**config.mk**
```make
export PLATFORM = sky130hd
export DESIGN_NAME = frame_bank_scheduler_flat
export DESIGN_NICKNAME = d
export VERILOG_FILES = /design/src/rtl/frame_bank_scheduler_if.sv /design/src/rtl/frame_bank_scheduler.sv /design/src/flat_wrapper.sv
export SDC_FILE = /design/constraint.sdc
export NUM_CORES = 1
export LEC_CHECK = 0
export ABC_AREA = 1
export CELL_PAD_IN_SITES_DETAIL_PLACEMENT = 1
export CELL_PAD_IN_SITES_GLOBAL_PLACEMENT = 2
export CORE_ASPECT_RATIO = 0.8
export CORE_MARGIN = 3
export CORE_UTILIZATION = 26
export CTS_BUF_LIST = sky130_fd_sc_hd__clkbuf_8
export CTS_CLUSTER_SIZE = 10
export DETAILED_ROUTE_END_ITERATION = 10
export PLACE_DENSITY = 0.95
export SLEW_MARGIN = 20
export SYNTH_ARGS = -nofsm -noshare
export SYNTH_HDL_FRONTEND = slang
export SYNTH_SLANG_ARGS = --single-unit
export TNS_END_PERCENT = 100
```
**constraint.sdc**
```tcl
create_clock -name clock -period 3.55 [get_ports clock]
set_input_delay 0.8875 -clock clock [delete_from_list [all_inputs] [get_ports clock]]
set_output_delay 0.8875 -clock clock [all_outputs]
set_load 0.01 [all_outputs]
```
**src/rtl/frame_bank_scheduler_if.sv**
```systemverilog
// Writer and requester channels of frame_bank_scheduler.
// "master" is the writer/engine side; "slave" is the scheduler.
interface frame_bank_scheduler_if #(
  parameter int unsigned ADDR_W = 17,
  parameter int unsigned DATA_W = 32
);
  logic              wr_valid;
  logic              wr_last;
  logic [ADDR_W-1:0] wr_addr;
  logic [DATA_W-1:0] wr_data;
  logic              wr_ready;

  logic              grad_req;
  logic [ADDR_W-1:0] grad_addr;
  logic              grad_ack;
  logic              grad_rvalid;
  logic [DATA_W-1:0] grad_rdata;

  logic              gamma_req;
  logic [ADDR_W-1:0] gamma_ref_addr;
  logic [ADDR_W-1:0] gamma_def_addr;
  logic              gamma_ack;
  logic              gamma_rvalid;
  logic [DATA_W-1:0] gamma_ref_data;
  logic [DATA_W-1:0] gamma_def_data;

  modport master (
    output wr_valid, wr_last, wr_addr, wr_data,
    input  wr_ready,
    output grad_req, grad_addr,
    input  grad_ack, grad_rvalid, grad_rdata,
    output gamma_req, gamma_ref_addr, gamma_def_addr,
    input  gamma_ack, gamma_rvalid, gamma_ref_data, gamma_def_data
  );

  modport slave (
    input  wr_valid, wr_last, wr_addr, wr_data,
    output wr_ready,
    input  grad_req, grad_addr,
    output grad_ack, grad_rvalid, grad_rdata,
    input  gamma_req, gamma_ref_addr, gamma_def_addr,
    output gamma_ack, gamma_rvalid, gamma_ref_data, gamma_def_data
  );
endinterface

```
**src/rtl/frame_bank_scheduler.sv**
```systemverilog
// Loads frames into the BRAM pair, tracks the ref/def bank mapping and
// arbitrates reads between the Gradients and Gamma engines.
module frame_bank_scheduler #(
  parameter int unsigned ADDR_W = 17,
  parameter int unsigned DATA_W = 32,
  parameter int unsigned RD_LAT = 3
) (
  input  logic              clock,
  input  logic              reset,
  frame_bank_scheduler_if.slave bus,
  output logic [31:0]       bram0_addr,
  output logic [31:0]       bram1_addr,
  output logic [3:0]        bram0_we,
  output logic [3:0]        bram1_we,
  output logic [DATA_W-1:0] bram0_din,
  output logic [DATA_W-1:0] bram1_din,
  input  logic [DATA_W-1:0] bram0_dout,
  input  logic [DATA_W-1:0] bram1_dout,
  output logic [31:0]       frame_count,
  output logic              ref_bank,
  output logic              pair_ready
);
  localparam int unsigned CNT_W = (RD_LAT > 1) ? $clog2(RD_LAT) : 1;

  typedef enum logic [1:0] {ST_IDLE, ST_LOAD, ST_WAIT} state_t;

  state_t            state, state_n;
  logic              do_write, do_grant, pick_gamma, capture, load_bank;
  logic [31:0]       fc_inc;
  logic [CNT_W-1:0]  cnt;
  logic              rr_last_gamma, rd_gamma, rd_ref_bank;
  logic              wr_ready_q, grad_ack_q, grad_rvalid_q, gamma_ack_q, gamma_rvalid_q;
  logic [DATA_W-1:0] grad_rdata_q, gamma_ref_q, gamma_def_q;

  function automatic logic [31:0] byte_addr(input logic [ADDR_W-1:0] a);
    return 32'(a) << 2;
  endfunction

  // Next state and per-cycle actions; a write always beats a pending request.
  always_comb begin
    state_n    = state;
    do_write   = 1'b0;
    do_grant   = 1'b0;
    pick_gamma = 1'b0;
    capture    = 1'b0;
    load_bank  = (frame_count == 32'd0) ? 1'b0 :
                 (frame_count == 32'd1) ? 1'b1 : ref_bank;
    fc_inc     = frame_count + 32'd1;
    case (state)
      ST_IDLE: begin
        if (bus.wr_valid) begin
          do_write = 1'b1;
          state_n  = bus.wr_last ? ST_IDLE : ST_LOAD;
        end else if (pair_ready && (bus.grad_req || bus.gamma_req)) begin
          do_grant   = 1'b1;
          pick_gamma = bus.gamma_req && (!bus.grad_req || !rr_last_gamma);
          state_n    = ST_WAIT;
        end
      end
      ST_LOAD: begin
        if (bus.wr_valid) begin
          do_write = 1'b1;
          if (bus.wr_last) state_n = ST_IDLE;
        end
      end
      ST_WAIT: begin
        if (cnt == CNT_W'(RD_LAT - 1)) begin
          capture = 1'b1;
          state_n = ST_IDLE;
        end
      end
      default: state_n = ST_IDLE;
    endcase
  end

  always_ff @(posedge clock) begin
    if (reset) state <= ST_IDLE;
    else       state <= state_n;
  end

  // Registered datapath: BRAM ports, frame bookkeeping, grants and captures.
  always_ff @(posedge clock) begin
    if (reset) begin
      bram0_addr     <= '0;
      bram1_addr     <= '0;
      bram0_we       <= '0;
      bram1_we       <= '0;
      bram0_din      <= '0;
      bram1_din      <= '0;
      frame_count    <= '0;
      ref_bank       <= 1'b0;
      pair_ready     <= 1'b0;
      cnt            <= '0;
      rr_last_gamma  <= 1'b1;
      rd_gamma       <= 1'b0;
      rd_ref_bank    <= 1'b0;
      wr_ready_q     <= 1'b1;
      grad_ack_q     <= 1'b0;
      grad_rvalid_q  <= 1'b0;
      gamma_ack_q    <= 1'b0;
      gamma_rvalid_q <= 1'b0;
      grad_rdata_q   <= '0;
      gamma_ref_q    <= '0;
      gamma_def_q    <= '0;
    end else begin
      bram0_we       <= '0;
      bram1_we       <= '0;
      grad_ack_q     <= 1'b0;
      gamma_ack_q    <= 1'b0;
      grad_rvalid_q  <= 1'b0;
      gamma_rvalid_q <= 1'b0;
      wr_ready_q     <= (state_n != ST_WAIT);

      if (do_write) begin
        if (load_bank) begin
          bram1_we   <= 4'b1111;
          bram1_addr <= byte_addr(bus.wr_addr);
          bram1_din  <= bus.wr_data;
        end else begin
          bram0_we   <= 4'b1111;
          bram0_addr <= byte_addr(bus.wr_addr);
          bram0_din  <= bus.wr_data;
        end
        if (bus.wr_last) begin
          frame_count <= fc_inc;
          pair_ready  <= (fc_inc >= 32'd2);
          if (fc_inc >= 32'd3) ref_bank <= ~ref_bank;
        end
      end

      if (do_grant) begin
        cnt           <= '0;
        rd_gamma      <= pick_gamma;
        rd_ref_bank   <= ref_bank;
        rr_last_gamma <= pick_gamma;
        if (pick_gamma) begin
          gamma_ack_q <= 1'b1;
          if (ref_bank) begin
            bram1_addr <= byte_addr(bus.gamma_ref_addr);
            bram0_addr <= byte_addr(bus.gamma_def_addr);
          end else begin
            bram0_addr <= byte_addr(bus.gamma_ref_addr);
            bram1_addr <= byte_addr(bus.gamma_def_addr);
          end
        end else begin
          grad_ack_q <= 1'b1;
          if (ref_bank) bram1_addr <= byte_addr(bus.grad_addr);
          else          bram0_addr <= byte_addr(bus.grad_addr);
        end
      end

      if (state == ST_WAIT && !capture) cnt <= CNT_W'(cnt + 1'b1);

      // Capture uses the bank mapping latched at grant time.
      if (capture) begin
        if (rd_gamma) begin
          gamma_ref_q    <= rd_ref_bank ? bram1_dout : bram0_dout;
          gamma_def_q    <= rd_ref_bank ? bram0_dout : bram1_dout;
          gamma_rvalid_q <= 1'b1;
        end else begin
          grad_rdata_q  <= rd_ref_bank ? bram1_dout : bram0_dout;
          grad_rvalid_q <= 1'b1;
        end
      end
    end
  end

  assign bus.wr_ready       = wr_ready_q;
  assign bus.grad_ack       = grad_ack_q;
  assign bus.grad_rvalid    = grad_rvalid_q;
  assign bus.grad_rdata     = grad_rdata_q;
  assign bus.gamma_ack      = gamma_ack_q;
  assign bus.gamma_rvalid   = gamma_rvalid_q;
  assign bus.gamma_ref_data = gamma_ref_q;
  assign bus.gamma_def_data = gamma_def_q;
endmodule
```
**src/flat_wrapper.sv**
```systemverilog
// flat-port wrapper written by rule: the top's interface ports become plain ports
module frame_bank_scheduler_flat 
#(
  parameter int unsigned ADDR_W = 17,
  parameter int unsigned DATA_W = 32,
  parameter int unsigned RD_LAT = 3
)
  (clock, reset, bram0_addr, bram1_addr, bram0_we, bram1_we, bram0_din, bram1_din, bram0_dout, bram1_dout, frame_count, ref_bank, pair_ready, bus_wr_valid, bus_wr_last, bus_wr_addr, bus_wr_data, bus_wr_ready, bus_grad_req, bus_grad_addr, bus_grad_ack, bus_grad_rvalid, bus_grad_rdata, bus_gamma_req, bus_gamma_ref_addr, bus_gamma_def_addr, bus_gamma_ack, bus_gamma_rvalid, bus_gamma_ref_data, bus_gamma_def_data);
  frame_bank_scheduler_if #(.ADDR_W(ADDR_W), .DATA_W(DATA_W)) bus_i ();
  input  logic clock;
  input  logic reset;
  output logic [31:0] bram0_addr;
  output logic [31:0] bram1_addr;
  output logic [3:0] bram0_we;
  output logic [3:0] bram1_we;
  output logic [DATA_W-1:0] bram0_din;
  output logic [DATA_W-1:0] bram1_din;
  input  logic [DATA_W-1:0] bram0_dout;
  input  logic [DATA_W-1:0] bram1_dout;
  output logic [31:0] frame_count;
  output logic ref_bank;
  output logic pair_ready;
  input wire logic [$bits(bus_i.wr_valid)-1:0] bus_wr_valid;
  input wire logic [$bits(bus_i.wr_last)-1:0] bus_wr_last;
  input wire logic [$bits(bus_i.wr_addr)-1:0] bus_wr_addr;
  input wire logic [$bits(bus_i.wr_data)-1:0] bus_wr_data;
  output wire logic [$bits(bus_i.wr_ready)-1:0] bus_wr_ready;
  input wire logic [$bits(bus_i.grad_req)-1:0] bus_grad_req;
  input wire logic [$bits(bus_i.grad_addr)-1:0] bus_grad_addr;
  output wire logic [$bits(bus_i.grad_ack)-1:0] bus_grad_ack;
  output wire logic [$bits(bus_i.grad_rvalid)-1:0] bus_grad_rvalid;
  output wire logic [$bits(bus_i.grad_rdata)-1:0] bus_grad_rdata;
  input wire logic [$bits(bus_i.gamma_req)-1:0] bus_gamma_req;
  input wire logic [$bits(bus_i.gamma_ref_addr)-1:0] bus_gamma_ref_addr;
  input wire logic [$bits(bus_i.gamma_def_addr)-1:0] bus_gamma_def_addr;
  output wire logic [$bits(bus_i.gamma_ack)-1:0] bus_gamma_ack;
  output wire logic [$bits(bus_i.gamma_rvalid)-1:0] bus_gamma_rvalid;
  output wire logic [$bits(bus_i.gamma_ref_data)-1:0] bus_gamma_ref_data;
  output wire logic [$bits(bus_i.gamma_def_data)-1:0] bus_gamma_def_data;
  assign bus_i.wr_valid = bus_wr_valid;
  assign bus_i.wr_last = bus_wr_last;
  assign bus_i.wr_addr = bus_wr_addr;
  assign bus_i.wr_data = bus_wr_data;
  assign bus_wr_ready = bus_i.wr_ready;
  assign bus_i.grad_req = bus_grad_req;
  assign bus_i.grad_addr = bus_grad_addr;
  assign bus_grad_ack = bus_i.grad_ack;
  assign bus_grad_rvalid = bus_i.grad_rvalid;
  assign bus_grad_rdata = bus_i.grad_rdata;
  assign bus_i.gamma_req = bus_gamma_req;
  assign bus_i.gamma_ref_addr = bus_gamma_ref_addr;
  assign bus_i.gamma_def_addr = bus_gamma_def_addr;
  assign bus_gamma_ack = bus_i.gamma_ack;
  assign bus_gamma_rvalid = bus_i.gamma_rvalid;
  assign bus_gamma_ref_data = bus_i.gamma_ref_data;
  assign bus_gamma_def_data = bus_i.gamma_def_data;
  frame_bank_scheduler #(.ADDR_W(ADDR_W), .DATA_W(DATA_W), .RD_LAT(RD_LAT)) u_core (.clock(clock), .reset(reset), .bus(bus_i), .bram0_addr(bram0_addr), .bram1_addr(bram1_addr), .bram0_we(bram0_we), .bram1_we(bram1_we), .bram0_din(bram0_din), .bram1_din(bram1_din), .bram0_dout(bram0_dout), .bram1_dout(bram1_dout), .frame_count(frame_count), .ref_bank(ref_bank), .pair_ready(pair_ready));
endmodule
```
Word level (Yosys, flattened, before mapping) --
Index checks and enable logic that the tools add are counted.
Cells by class: add/sub/neg operators 2, $mul 0, div/mod/pow operators 0, $lt $le $gt $ge 2, eq/ne operators 5, shifts and indexed selects 0, muxes and demuxes 41, bitwise gates (word level) 6, reductions and logical operators 21
Operator list (number):
- $mux W32 | 12
- $ge A32 B2 Y1 const B | 2
- $mux W19 | 2
- $add A32 B1 Y32 const B | 1
- $eq A32 B1 Y1 const B | 1
- $logic_not A32 Y1 | 1
- $mux W1 | 17
- $mux W2 | 7
- $reduce_and A2 Y1 | 5
- $mux W4 | 2
- $reduce_or A2 Y1 | 4
- $not A1 Y1 | 6
- $pmux W2 S3 | 1
- $eq A2 B2 Y1 const B | 2
- $logic_and A1 B1 Y1 | 3
- $logic_not A1 Y1 | 3
- $reduce_and A3 Y1 | 1
- $add A2 B1 Y2 const B | 1
- $eq A2 B1 Y1 const B | 1
- $logic_not A2 Y1 | 1
- $logic_or A1 B1 Y1 | 2
- $ne A2 B2 Y1 const B | 1
- $reduce_bool A2 Y1 | 1
Storage, ports and cells: register bits 278, latch bits 0, RAM bits 0, memory bits (read-only) 0, output and inout bits 271, word-level logic and storage cells 99, memories kept 0

Depth between registers and ports, before layout --
word-level depth 8, mapped depth 15

Worst setup path after synthesis --
No wires, ideal clock.
path type input -> register, from input bus_grad_req, to register u_core.bram0_addr[22], arrival 2137 ps, data required time 3419 ps, path slack 1282 ps, stages on the path 7, path through o21ai_0 > nor3_1 > buf_2 > inv_1 > o21ai_1 > clkbuf_1 > nor3b_1
On the way: cells in the longest elaborated chain, start to end 8
RTL lines:
- start: declaration | line flat_wrapper.sv:28 | input wire logic [$bits(bus_i.grad_req)-1:0] bus_grad_req;
- $logic_not A1 Y1 | line frame_bank_scheduler.sv:56 | pick_gamma = bus.gamma_req && (!bus.grad_req || !rr_last_gamma);
- $logic_or A1 B1 Y1 | line frame_bank_scheduler.sv:56
- $logic_and A1 B1 Y1 | line frame_bank_scheduler.sv:56
- $mux W1 | line frame_bank_scheduler.sv:54 | end else if (pair_ready && (bus.grad_req || bus.gamma_req)) begin
- $mux W1 | line frame_bank_scheduler.sv:51 | if (bus.wr_valid) begin
- $mux W1 | line frame_bank_scheduler.sv:49 | case (state)
- $mux W32 | line frame_bank_scheduler.sv:136 | if (pick_gamma) begin
- $mux W32 (*) | line frame_bank_scheduler.sv:131 | if (do_grant) begin
- end signal: assignment | line frame_bank_scheduler.sv:140 | bram0_addr <= byte_addr(bus.gamma_def_addr);
- end signal: assignment | line frame_bank_scheduler.sv:142 | bram0_addr <= byte_addr(bus.gamma_ref_addr);
- end signal: assignment | line frame_bank_scheduler.sv:148 | else bram0_addr <= byte_addr(bus.grad_addr);
- end: declaration | line frame_bank_scheduler.sv:11 | output logic [31:0] bram0_addr,
Every way passes the cells marked *; elsewhere a longest branch is shown, timed or not. A chain may end at the register's enable or synchronous reset.

Final worst setup path --
from register u_core.frame_count[23], to register u_core.bram0_addr[12]
On the way: cells in the longest elaborated chain, start to end 8
RTL lines:
- start: declaration | line frame_bank_scheduler.sv:19 | output logic [31:0] frame_count,
- start signal: assignment | line frame_bank_scheduler.sv:125 | frame_count <= fc_inc;
- $eq A32 B1 Y1 | line frame_bank_scheduler.sv:47 | (frame_count == 32'd1) ? 1'b1 : ref_bank;
- $mux W1 | line frame_bank_scheduler.sv:47
- $mux W1 (*) | line frame_bank_scheduler.sv:46 | load_bank = (frame_count == 32'd0) ? 1'b0 :
- $mux W32 (*) | line frame_bank_scheduler.sv:115 | if (load_bank) begin
- $mux W32 (*) | line frame_bank_scheduler.sv:114 | if (do_write) begin
- $mux W32 | line frame_bank_scheduler.sv:147 | if (ref_bank) bram1_addr <= byte_addr(bus.grad_addr);
- $mux W32 | line frame_bank_scheduler.sv:136
- $mux W32 (*) | line frame_bank_scheduler.sv:131
Marks and branches as above.

==> summary.txt <==
Pwr
  • Flop pwr share: 0.432
  • Switching power as a share of total power: 0.2888
  • Power consumption: roughly 7.6 mW
  • Clock group share of total power: 0.403
  • Sw Pwr: 2.185 mW
  • Pleak: between 7 and 8 nW
  • Internal Pwr Total: approximately 5.4 mW
  • Peak VDD IR: around 0.22 mV
  • P per Cell Area: ~400 nW/um^2
  • Gate power share: 0.165

Layout
  • Most common cell after layout, fill and taps aside: nand2_1
  • Synth-to-Final Area Change: 45.28%
  • Final instance area: roughly 19,000 sq um
  • Most frequent cells in the layout: nand2_1, clkdlybuf4s50_1, dfxtp_1
  • Fillers: a little over 6,000
  • Final Core Density: 0.3854
  • Layout cells sized above 1: 0.05499
  • Final #Nets: about 2,500

Routing
  • Pre-antenna DRT Iters: 5
  • DRT Wirelength: around 55,000 um
  • Drt first-iter violations: approximately 730
  • Remaining DRCs: 0
  • Routed via count: around 15,000
  • Drt via density: between 4 and 5
  • Post-DRT Antenna Nets: 0
  • WL per Instance: approximately 18 um

Worst setup path
  • Critical Path Start Type: register
  • Slowest cell delay on critical path: ~0.46 ns
  • Data required, critical path: 4.00 ns
  • Crit path capture type: register
  • CP arrival: between 3 and 4 ns
  • Cell mode on critical path: nand3_1
  • CP max FO: 46
  • Slowest-stage cell, CP: buf_4
  • Crit path cell chain: inv_1 > nand4_1 > nor2_1 > nand3_1 > o21ai_4 > nand2_2 > nand2_4 > buf_4 > nand2_1 > nand3_1 > a21oi_1
  • Setup CP Type: reg2reg

Clock network
  • Clock Pin Slew Worst Setup and Hold Paths: ~0.06 ns
  • Post-CTS Setup Inserts: 0
  • Sink Count: 272
  • Cts hold-fix bufs: 0
  • Clock latency on the worst-skew pair: 0.60 ns
  • Clock Path Buffers: 3
  • CTS-repair resized insts: 0
  • Num CTS Buffers: between 40 and 50
  • H-tree depth: 2
  • Root Driver: clkbuf_8
  • CTS tree: yes

Hold path
  • Min-delay worst type: reg2reg

Timing
  • Max Clk Rate: around 370 MHz
  • Max Slew Vio Count: 0
  • Max_slew headroom: 0.4179
  • Period utilisation layout: 0.7513
  • Final hold vios: 0
  • Final Skew: around 0.021 ns
  • Final Setup Violations: 0
  • Unrepaired setup endpoints after global routing: false
  • Setup tns final: 0 ns
  • Tmin final: approximately 2.7 ns
  • Slew at the pin closest to its max-slew limit: ~0.87 ns

Placed design
  • PortBufs: 440
  • Post-DP HPWL: 39,650 um
  • Placement Cell Area: 17,830 sq um
  • RD Place Congestion: about 0.85

Global route
  • First-pass GRT wire length: ~86,000 um
  • Largest net degree at the start of global routing: roughly 150
  • Antenna violations before repair: 4
  • Grt total ovfl: 0
  • Vias in the first global route: 15,159
  • Total track usage: 0.2028

Floorplan
  • Die W: between 200 and 300 um
  • Core area: a little under 50,000 sq um
  • I/O pins: around 440
  • Die ar.: roughly 53,000 sq um
  • Initial Utilization: 0.2653
  • Row cnt: about 70
  • Die height: between 200 and 250 um

Logic synthesis
  • Yosys warnings: 0
  • Syn nets: about 2,100
  • Mapped cell area: between 10,000 and 15,000 sq um
  • Average size of a mapped cell: between 6 and 7 sq um
  • Post-synth ARST share: 0
  • EDFF count, synth: 0
  • Synth cell types: 41
  • Number of synthesized register bits: 272
  • Prevailing post-synth register cell: dfxtp_1
  • Sequential element share of the synthesized area: 0.4204
  • Cell count after synthesis: just under 2,000

Flow run
  • Max Cap Viol: 0

Run status
  • Status: completed
[cell families after synthesis]
group / Yosys count / synth area share
xor gates and xnor gates: 3 / 0.002029
and+or+nand+nor: 880 / 0.2890
buffers and inverters: 352 / 0.1089
AOI/OAI and AO/OA: 431 / 0.1740
DFF: 272 / 0.4204
adders and majority gates: 6 / 0.005795
[registers in the layout, summed over array words and instances (netlist names), 2 cells and up]
name and cells:
u_core.bram1_addr 32, u_core.bus.gamma_ref_data 32, u_core.bus.gamma_def_data 32, u_core.bram0_addr 32, u_core.frame_count 32, u_core.bus.grad_rdata 32
u_core.bram1_din 32, u_core.cnt 2, u_core.bram0_din 32, u_core.state 2
[power groups by stage]
| stage | Combinational [mW] | Sequential (mW) | Clock (mW) |
|---|---|---|---|
| floorplan | 0.568 | 3.36 | 0 |
| global placement | 1.22 | 3.33 | 0 |
| detailed placement | 1.25 | 3.34 | 0 |
| CTS | 1.26 | 3.27 | 3.16 |
| global route | 1.38 | 3.28 | 3.30 |
| finish | 1.25 | 3.27 | 3.05 |
[cells in the mapped netlist, types with 2 or more instances]
cell type / n / area (sq um)
nand3b_1: 2 / 15.01
nor2_2: 4 / 25.02
nand4_1: 17 / 106.4
nor2_1: 149 / 559.3
nand2_1: 492 / 1847
o211ai_1: 11 / 82.58
o22ai_1: 18 / 112.6
o21bai_1: 3 / 22.52
nand3_1: 178 / 890.9
ha_1: 6 / 75.07
inv_2: 9 / 33.78
clkbuf_1: 88 / 330.3
nor3b_1: 14 / 105.1
nor3_1: 4 / 20.02
dfxtp_1: 272 / 5445
xor2_1: 2 / 17.52
a21oi_1: 210 / 1051
a21oi_2: 3 / 26.28
nand2_2: 8 / 50.05
a31oi_1: 9 / 56.30
buf_4: 10 / 75.07
buf_2: 11 / 55.05
nor2_4: 2 / 22.52
o21ai_0: 170 / 850.8
buf_6: 5 / 56.30
buf_1: 15 / 56.30
nor4_1: 2 / 12.51
o21ai_1: 4 / 20.02
inv_1: 214 / 803.3
[per-stage QoR]
stage | std cells | setup WS (ns) | hold slack, ns
after global routing | 3030 | 0.5375 | 0.4764
after global placement | 2944 | 0.5156 | 0.4408
after detailed placement | 2944 | 0.3122 | 0.4522
after CTS | 3030 | 0.8372 | 0.4637
final | 3031 | 0.8827 | 0.4595
after floorplan | 1944 | 1.282 | 0.4239
[path summary, 6_finish.rpt]
path | from | endpoint | slack, ns | depth (start not counted)
setup / recovery | u_core.frame_count[23]$_SDFFE_PP0P_ | u_core.bram0_addr[12]$_SDFF_PP0_ | 0.88 | 11
hold / removal | u_core.bram1_addr[29]$_SDFF_PP0_ | u_core.bram1_addr[29]$_SDFF_PP0_ | 0.46 | 2
setup reg to reg | u_core.frame_count[23]$_SDFFE_PP0P_ | u_core.bram0_addr[12]$_SDFF_PP0_ | 0.88 | 11
hold reg to reg | u_core.bram1_addr[29]$_SDFF_PP0_ | u_core.bram1_addr[29]$_SDFF_PP0_ | 0.46 | 2
[per-layer routing]
metal | global-route usage | routed length, um | vias up
li1 | - | - | 7048
met1 | 0.2511 | 23980 | 6950
met2 | 0.3433 | 25870 | 432
met3 | 0.05783 | 4084 | 97
met4 | 0.06105 | 1345 | 6
met5 | 0 | 34 | -
[worst max-delay path, delay by kind of cell (launching register included)]
kind | cells | cell delay, ns
AND/OR/NAND/NOR | 7 | 1.11
buffers and inverters | 2 | 0.58
AO/OA/AOI/OAI | 2 | 0.45
flip-flops | 1 | 0.37
[final cells by class]
| class | count | area [sq um] | share of cell area |
|---|---|---|---|
| Antenna cell | 1 | 2.502 | 0.0001330 |
| Clock buffer | 56 | 770.7 | 0.04095 |
| Clock inverter | 30 | 207.7 | 0.01104 |
| Inverter | 223 | 838.3 | 0.04454 |
| Multi-Input combinational cell | 1320 | 6116 | 0.3250 |
| Sequential cell | 272 | 5448 | 0.2895 |
| Tap cell | 666 | 833.3 | 0.04428 |
| Timing Repair Buffer | 463 | 4603 | 0.2446 |
Power figures use the tool's default switching activity.
==> patch (config.mk and constraints unchanged) <==
The 3 states of `state_t` get a one-hot encoding in 3 bits.
--- a/src/rtl/frame_bank_scheduler.sv
+++ b/src/rtl/frame_bank_scheduler.sv
@@ -22,7 +22,7 @@
 );
   localparam int unsigned CNT_W = (RD_LAT > 1) ? $clog2(RD_LAT) : 1;
 
-  typedef enum logic [1:0] {ST_IDLE, ST_LOAD, ST_WAIT} state_t;
+  typedef enum logic [2:0] {ST_IDLE = 3'b001, ST_LOAD = 3'b010, ST_WAIT = 3'b100} state_t;
 
   state_t            state, state_n;
   logic              do_write, do_grant, pick_gamma, capture, load_bank;
Formal check against the unedited RTL: same outputs for any inputs over 4 cycles, from zero or initial values and one cycle with reset high; so few cycles prove little.
==> patch against the unedited design <==
  * Synthesized area fell by 0.20%
  * Design area up 0.29%
  * Largest power group unchanged
  * Worst setup slack got worse by 0.15 ns
  * Critical path depth grew 3
  * Highest routed layer unchanged
  * Routed wire length is 4.3% higher
  * Sequential cell count up 1
  * Largest cell class unchanged
  * Power rose by 5.0%
  * Count of clock-buffer cells in the layout is 5 higher
==> patch: results (changes against the unedited design) <==
Syn Area/Cell 6.705 µm² (+0.63%); async set or reset register ratio after synthesis 0 (unchanged); Critical Path Max Stage Delay ~0.45 ns; Worst Max-Slew Pin Slew 0.8879 ns (+0.02057 ns); # Max-Cap Violations 0 (unchanged); clock latency on the worst-skew pair 0.63 ns (+0.03 ns); clock tree buffer depth 3 (unchanged); root buf cell clkbuf_8; post_cts resized 0 (unchanged); P_int 0.005506 W (+2.3%); worst hold path type register to register; LEAKAGE 7.320 nW (-3.1%); Distinct cells, synth 37 (-9.8%); Inst Count DP 2930 (-0.48%); Final GP Congestion 0.8871 (+4.2%); CTS H-tree lvls 2 (unchanged); Logic pwr share 0.193 (+0.028); synth cell count leaders nand2_1, a21oi_1, dfxtp_1; reg2reg setup slack 0.73 ns (-0.15 ns); CP max-delay cell dfxtp_1; initial antenna violation count 1 (-3); Seq/Total Area, Yosys 0.4228 (+0.002403); first-pass GRT wire length 88.73 mm (+3.6%); Worst Hold Depth 2 (unchanged); area share of the largest cell type after synthesis 0.4228 (+0.002403); Crit path max-delay family simple AND/OR/NAND/NOR gates; 1st-pass router iterations 5 (unchanged); share of layout cells above drive strength 1 0.05317 (-0.001823); Nets 2493 (-0.44%); I/O Buffers 440 (unchanged); Min-Delay Endpoint u_core.bram1_addr[29]; Total GRT Usage 0.2116 (+0.008768); worst r2r src u_core.frame_count[0]; wire per inst 19.11 µm (+4.7%); Worst R2R Path Depth 14 (+3); post-CTS setup buffer count 0 (unchanged); Reg clk slew, reported paths 0.06 ns (about the same); initial drt markers 723 (-1.1%); combinational power 0.00153 W (+22%); reg2reg end u_core.ref_bank; Place WS 0.4227 ns (+0.1105 ns); peak fanout along the critical path 10 (-78%); DRC violations left 0 (unchanged); syn nets 2104 (-0.75%); Area after DPL 17890 µm² (+0.29%); maximum number of pins on one net before global-route repair 128 (-16%); Avg Vias per Cell 4.927 (+2.8%); CP arrival 3.33 ns (+0.21 ns); Worst Hold Margin 0.4570 ns (-0.002478 ns); clk_skew 0.05123 ns (+0.02982 ns); Power Clock between 0.003 and 0.004 W; vias in the first global route 15.60k (+2.9%); post-DP HPWL 40.78 mm (+2.9%); Num CTS Buffers 51 (+6.3%); worst vdd ir 207.9 µV (-4.5%); synth top area cells dfxtp_1, nand2_1, a21oi_1, nand3_1, nor2_1; status finished clean; Non-Filler Instances 3018 (-0.43%)
patch: cell count changes in the layout (fill, tap and decap cells not counted), sizes merged, moves of 18 or more:
| cell | change |
|---|---|
| nand2 | -70 |
| a21oi | +60 |
| o22ai | -18 |
| o21ai | -45 |
| nor2 | +67 |
| nand3 | +37 |
| inv | -68 |
patch: worst min-delay path: stages (launching register included):
cell and delay (ns):
dfxtp_1 0.31, nand3_1 0.07, inv_1 0.04
patch: worst max path at each step:
stage	from	to	slack [ns]
floorplan	bus_grad_req	u_core.bram0_addr[21]	1.23
global placement	bus_grad_req	u_core.bram1_addr[6]	0.57
detailed placement	bus_grad_req	u_core.bram1_addr[18]	0.42
CTS	u_core.frame_count[19]	u_core.bram0_din[18]	0.74
global route	u_core.frame_count[0]	u_core.ref_bank	0.45
finish	u_core.frame_count[0]	u_core.ref_bank	0.73
patch: area by class of cell:
type                    instances  area [µm²]
clock inverters                26       145.1
inverters                     155       581.8
fillers                      6072       29860
diodes                          1       2.502
multi-input cells            1363        6271
repair buffers                473        4728
flip-flops and latches        273        5472
clock buffers                  61       839.6
well taps                     666       833.3
patch: routing by layer:
layer	vias up	global-route usage	wire length, µm
met5	-	0	13
met4	2	0.07634	1794
met3	103	0.05845	4295
met2	468	0.3581	27250
met1	7204	0.2583	24330
li1	7092	-	-
patch: logic make-up (layout without fill, tap and decap cells):
kind of cell | Yosys count | count (layout) | synth area share
AO/OA/AOI/OAI | 427 | 427 | 0.1697
XOR/XNOR | 7 | 7 | 0.004743
adder cells (fa/ha/maj) | 6 | 6 | 0.005807
buffers and inverters | 292 | 715 | 0.09291
flip-flops | 273 | 273 | 0.4228
other | 0 | 1 | 0
AND/OR/NAND/NOR | 923 | 923 | 0.3041
